**src/rtl/sw_debounce_pkg.sv**
```systemverilog
// Shared constants for the slide-switch debouncer: default geometry and filter depth.
// Simulation overrides the filter depth at instantiation.
package sw_debounce_pkg;

    localparam int unsigned SW_WIDTH         = 8;
    localparam int unsigned SW_STABLE_CYCLES = 16;

    // Counter width able to hold 0..stable_cycles.
    function automatic int unsigned cnt_width(input int unsigned stable_cycles);
        return $clog2(stable_cycles + 1);
    endfunction

endpackage

```
**src/rtl/sw_debounce_bit.sv**
```systemverilog
// One switch bit: two-flop synchroniser, stability counter, filtered level and edge pulses.
module sw_debounce_bit
    import sw_debounce_pkg::*;
#(
    parameter int unsigned STABLE_CYCLES = SW_STABLE_CYCLES
) (
    input  logic clk,
    input  logic resetn,
    input  logic d,
    output logic q,
    output logic rise,
    output logic fall
);

    localparam int unsigned     CNT_W    = cnt_width(STABLE_CYCLES);
    localparam logic [CNT_W-1:0] CNT_LAST = CNT_W'(STABLE_CYCLES - 1);

    logic             sync1;
    logic             sync2;
    logic [CNT_W-1:0] cnt;

    // Bring the asynchronous switch level into the clk domain.
    always_ff @(posedge clk or negedge resetn) begin
        if (!resetn) begin
            sync1 <= 1'b0;
            sync2 <= 1'b0;
        end else begin
            sync1 <= d;
            sync2 <= sync1;
        end
    end

    // Any matching cycle restarts the count, so only an unbroken mismatch run updates q.
    always_ff @(posedge clk or negedge resetn) begin
        if (!resetn) begin
            cnt  <= '0;
            q    <= 1'b0;
            rise <= 1'b0;
            fall <= 1'b0;
        end else begin
            rise <= 1'b0;
            fall <= 1'b0;
            if (sync2 == q) begin
                cnt <= '0;
            end else if (cnt == CNT_LAST) begin
                cnt  <= '0;
                q    <= sync2;
                rise <= sync2;
                fall <= ~sync2;
            end else begin
                cnt <= cnt + CNT_W'(1);
            end
        end
    end

endmodule

```
**src/rtl/sw_debounce.sv**
```systemverilog
// Debounces a bank of board slide switches; per-bit levels and edge pulses plus
// a single any-change strobe for edge-triggered consumers.
module sw_debounce
    import sw_debounce_pkg::*;
#(
    parameter int unsigned WIDTH         = SW_WIDTH,
    parameter int unsigned STABLE_CYCLES = SW_STABLE_CYCLES
) (
    input  logic             clk,
    input  logic             resetn,
    input  logic [WIDTH-1:0] sw,
    output logic [WIDTH-1:0] sw_db,
    output logic [WIDTH-1:0] sw_rise,
    output logic [WIDTH-1:0] sw_fall,
    output logic             sw_chg
);

    for (genvar i = 0; i < WIDTH; i++) begin : g_bit
        sw_debounce_bit #(
            .STABLE_CYCLES (STABLE_CYCLES)
        ) u_bit (
            .clk    (clk),
            .resetn (resetn),
            .d      (sw[i]),
            .q      (sw_db[i]),
            .rise   (sw_rise[i]),
            .fall   (sw_fall[i])
        );
    end

    // Pure OR of flop outputs: cycle-aligned with the per-bit pulses.
    assign sw_chg = |(sw_rise | sw_fall);

endmodule

```
**config.mk**
```make
export PLATFORM = sky130hd
export DESIGN_NAME = sw_debounce
export DESIGN_NICKNAME = d
export VERILOG_FILES = /design/src/rtl/sw_debounce_pkg.sv /design/src/rtl/sw_debounce_bit.sv /design/src/rtl/sw_debounce.sv
export SDC_FILE = /design/constraint.sdc
export NUM_CORES = 1
export LEC_CHECK = 0
export ABC_AREA = 1
export CORE_ASPECT_RATIO = 1.2
export CORE_MARGIN = 3
export CORE_UTILIZATION = 45
export DETAILED_ROUTE_END_ITERATION = 8
export GPL_TIMING_DRIVEN = 0
export HOLD_SLACK_MARGIN = 0.12
export PLACE_DENSITY = 0.65
export SLEW_MARGIN = 10
export SYNTH_ARGS = -nofsm -noshare
export SYNTH_HDL_FRONTEND = slang
export SYNTH_SLANG_ARGS = --single-unit
```
**constraint.sdc**
```tcl
create_clock -name clk -period 1.1 [get_ports clk]
set_input_delay 0.165 -clock clk [delete_from_list [all_inputs] [get_ports clk]]
set_output_delay 0.165 -clock clk [all_outputs]
set_load 0.03 [all_outputs]
```
### Yosys cells after proc, flatten, opt, wreduce, memory -nomap -nowiden

Index checks and enable logic that the tools add are counted.

* $add $sub $neg: 8
* equality and inequality tests: 16
* muxes and demuxes: 48
* bitwise operators: 17
* reductions and logical operators: 9

Operators by type and width (count)
* $mux 5: 16
* $add 5x1->5 const B: 8
* $eq 5x4->1 const B: 8
* $mux 1: 32
* $not 1->1: 16
* $reduce_and 2->1: 8
* $eq 1x1->1: 8
* $or 8x8->8: 1
* $reduce_or 8->1: 1

* flip-flop bits (word level): 80
* input bits: 10
* output and inout port bits: 25
* logic and storage cells: 146

### Logic depth before layout (Yosys ltp)

* word-level depth: 3
* gate-level depth with buffers: 5
* depth with buffers taken out: 5

### Modules after synthesis

From an unflattened synthesis, not the netlist that was laid out.

* cells, all modules: 335
* area, all modules: 3179.3 µm²

By module, submodules not included
* sw_debounce_bit: instances 8, cells each 40, area each 390.4 µm², sequential area each 250.2 µm²
* sw_debounce: instances 1, cells each 15, area each 56.3 µm², sequential area each 0.0 µm²

### Least setup slack after synthesis

No wires, ideal clock.

* path kind: register -> register
* start point: register g_bit[7].u_bit.cnt[0]
* end point: register g_bit[7].u_bit.cnt[3]
* library setup time: 0.116 ns
* arrival time: 0.857 ns
* required time: 0.984 ns
* slack: 0.127 ns
* cell stages (with the launch flop): 5
* path buffers: 0
* clock period less this slack: 0.973 ns
* path through: dfrtp_1 -> ha_1 -> nand4_2 -> nand2_2 -> nor2_1

* cells in the longest elaborated chain, start to end: 3
* elaborated cells between the ends (all ways): 4
* those cells by class: add/sub: 1; eq/ne: 1; mux: 2

Ends and longest elaborated chain
* from (decl): line sw_debounce_bit.sv:20 `logic [CNT_W-1:0] cnt;`
* from (signal assigned): line sw_debounce_bit.sv:51 `cnt <= cnt + CNT_W'(1);`
* $add 5x1->5 / $eq 5x4->1 (equally long branches): line sw_debounce_bit.sv:51, sw_debounce_bit.sv:45
* $mux 5 (*): line sw_debounce_bit.sv:45 `end else if (cnt == CNT_LAST) begin`
* $mux 5 (*): line sw_debounce_bit.sv:43 `if (sync2 == q) begin`

Every way passes the cells marked *; elsewhere a longest branch is shown, timed or not.
A chain may end at the register's enable or synchronous reset.

### Final worst setup path

* start point: register g_bit[5].u_bit.fall
* end point: output sw_chg

* cells in the longest elaborated chain, start to end: 2

Ends and longest elaborated chain
* from (decl): line sw_debounce_bit.sv:12 `output logic fall`
* from (signal assigned): line sw_debounce_bit.sv:49 `fall <= ~sync2;`
* $or 8x8->8: line sw_debounce.sv:32 `assign sw_chg = |(sw_rise | sw_fall);`
* $reduce_or 8->1: line sw_debounce.sv:32
* to (decl): line sw_debounce.sv:15 `output logic sw_chg`

No other way between the ends.

==> summary.txt <==
Run status
  – Status: finished, violations left
  – Violated checks: setup timing

Worst setup path
  – Most frequent CP cell: nand2_1
  – Ordered list of cells on the worst path: nor2_2 -> nand2_1 -> nor2_1 -> nand2_1 -> buf_6
  – Slowest-stage cell, CP: dfrtp_1
  – Crit. Startpoint: g_bit[5].u_bit.fall
  – Crit path required time: ~0.94 ns
  – Crit path kind: reg2out
  – Arr. time, crit path: 1.25 ns
  – Critical path's largest stage delay: 0.41 ns
  – Worst Setup Start Kind: register
  – Crit path max fanout: 2
  – RR Startpoint: g_bit[4].u_bit.cnt[0]
  – Crit path capture type: primary output

Die
  – Die Area: 8590 um^2
  – Core Area: 7274 um^2
  – Io pins: 35
  – Chip Height: between 100 and 150 um
  – Row count: 34
  – Initial core utilization: 46.46%
  – Die W: 85.11 um

Place
  – Final Wtd Congestion: between 0.7 and 0.8
  – Hpwl dp: 3666 um
  – Post-Place Setup Slack: -0.4267 ns
  – Placed instance area: between 3000 and 4000 um^2
  – Port Buffers: 34

Clock network
  – Num Clock Sinks: 80
  – Clk Latency, worst-skew pair: 0.33 ns
  – Clock buffer count from CTS: 9
  – H-tree levels: 3
  – Clk slew on worst S/H paths: approximately 0.080 ns
  – Clock Tree Buf Depth: 2
  – Root buffer cell: clkbuf_8
  – CTS tree: yes

Synth
  – Mapped Cells: 359
  – Flops & latches, synth: 80
  – Post-synthesis sequential area ratio: between 50% and 60%
  – Post-Syn Area per Cell: 9.414 um^2
  – Cell variety after synth: 11
  – Synth Cell Area: between 3000 and 4000 um^2
  – Synth warn: 0
  – Syn nets: roughly 380

Timing
  – FMAX: 0.7056 GHz
  – Slew @ Worst Pin: 0.4103 ns
  – RSZ-0062 raised after global routing: yes
  – Final setup fails: 18
  – Setup WS post-layout: -0.3173 ns
  – Endpoints failing hold: 0
  – Final Max Tran Viols: 0
  – Max_slew headroom: a little over 70%
  – Final Skew: between 0.006 and 0.007 ns
  – Tmin final: 1.417 ns
  – Final worst path period share: 128.8%

GRT
  – Largest net degree at the start of global routing: 50
  – GRT overflow: 0
  – GRT Util Overall: 13.50%
  – Initial antenna violation count: 0
  – First-pass GRT wire length: 9342 um
  – Vias in the first global route: between 2000 and 2500

Cells and area
  – Layout area overhead: 29.03%
  – Post-route cell area: 4360 um^2
  – Layout cells sized above 1: 26.59%
  – Diodes inserted: 0
  – Register cell area after layout: 2002 um^2
  – Multi-input logic area: approximately 1100 um^2
  – Nets: 440
  – Filler cells: 621
  – Commonest non-fill, non-tap cell in the layout: dfrtp_1
  – Most frequent cells in the layout: dfrtp_1 (80), nand2_1 (74), nor2_1 (70)
  – Final core utilization: 59.94%

Route
  – Vias per std cell: 4.649
  – DR vias: ~2400
  – Routed wire length per instance: around 10 um
  – Iter 0 DRT Violations: a little over 90
  – Drt drc: 0
  – Drt total wl: 5373 um
  – Pre-antenna DRT Iters: 6
  – Routed Antenna Nets: 0

Power
  – Leak: ~2.3 nW
  – Peak VDD IR: 0.7571 mV
  – PwrDens: 1255 nW/um^2
  – Pwr Total: 0.005471 W

Job
  – Max Cap Viol: 0

Worst hold path
  – Hold Path Origin: sw[0]
  – Hold crit path type: in2reg
[Yosys cell counts]
| master | n | area, um^2 |
|---|---|---|
| inv_1 | 48 | 180.2 |
| nand4_2 | 8 | 100.1 |
| nand3_1 | 16 | 80.08 |
| ha_1 | 8 | 100.1 |
| dfrtp_1 | 80 | 2002 |
| nand2_2 | 8 | 50.05 |
| xnor2_1 | 8 | 70.07 |
| buf_4 | 24 | 180.2 |
| nor2_1 | 74 | 277.8 |
| nand2_1 | 77 | 289.0 |
| nand4_1 | 8 | 50.05 |
[layout make-up]
class	instances	area share [%]
sequential	80	45.91
inverter	48	4.132
multi-input combinational	207	25.71
clock inverter	5	1.148
buffer	6	1.549
tap	90	2.582
clock buffer	9	2.841
timing repair buffer	70	16.13
[kinds of logic after synthesis]
group / Yosys count / synth area share, %
xor+xnor: 8 / 2.073
fa+ha+maj: 8 / 2.962
buf+inv: 72 / 10.66
flops: 80 / 59.24
simple gates: 191 / 25.07
[registers in the layout, summed over array words and instances, names as in the netlist]
register	flops
g_bit.u_bit.fall	8
g_bit.u_bit.rise	8
g_bit.u_bit.q	8
g_bit.u_bit.sync2	8
g_bit.u_bit.sync1	8
g_bit.u_bit.cnt	40
[repair_timing]
action,in CTS,in global routing
resized for setup,191,30
hold endpoints to repair,31,0
hold buffers,1,0
pin swaps,2,9
cloned,0,0
setup endpoints to repair,25,58
setup buffers,14,23
[report_power, final]
group	internal, W	switching (W)	total, W
Clock	0.00101	0.000940	0.00195
Combinational	0.000187	0.000193	0.000380
Sequential	0.00304	0.000102	0.00314
[worst max-delay path: cells and delay by family (launching register included)]
| kind | cells | cell delay (ns) |
|---|---|---|
| and+or+nand+nor | 4 | 0.38 |
| DFF | 1 | 0.41 |
| buffers and inverters | 1 | 0.14 |
[per-stage QoR]
stage / hold WS, ns / setup TNS (ns) / cells
after CTS: 0.2432 / -1.434 / 502
after global placement: 0.3317 / -237.86 / 483
after floorplan: -0.1306 / 0 / 359
after global routing: 0.2504 / -2.014 / 515
final: 0.2642 / -1.171 / 515
after detailed placement: 0.1323 / -4.576 / 484
[metal layers]
metal  share of wire (%)  GRT usage [%]  vias up
li1                    -              -     1205
met2                  50          23.33       42
met1                  44          15.88     1139
met4                 1.5          5.847        0
met5                   0              0        -
met3                 3.9          3.352        8
[path summary, 6_finish.rpt]
kind	to	slack (ns)	cells past startpoint
worst min-delay path	g_bit[0].u_bit.sync1	0.26	1
worst max register to register	g_bit[4].u_bit.cnt[3]	0.06	4
max in group asynchronous	g_bit[3].u_bit.sync2	0.23	3
worst min register to register	g_bit[6].u_bit.sync2	0.35	0
worst max-delay path	sw_chg	-0.32	5
min in group asynchronous	g_bit[0].u_bit.cnt[4]	0.30	2
No activity file was read; power rests on OpenSTA's default activity.
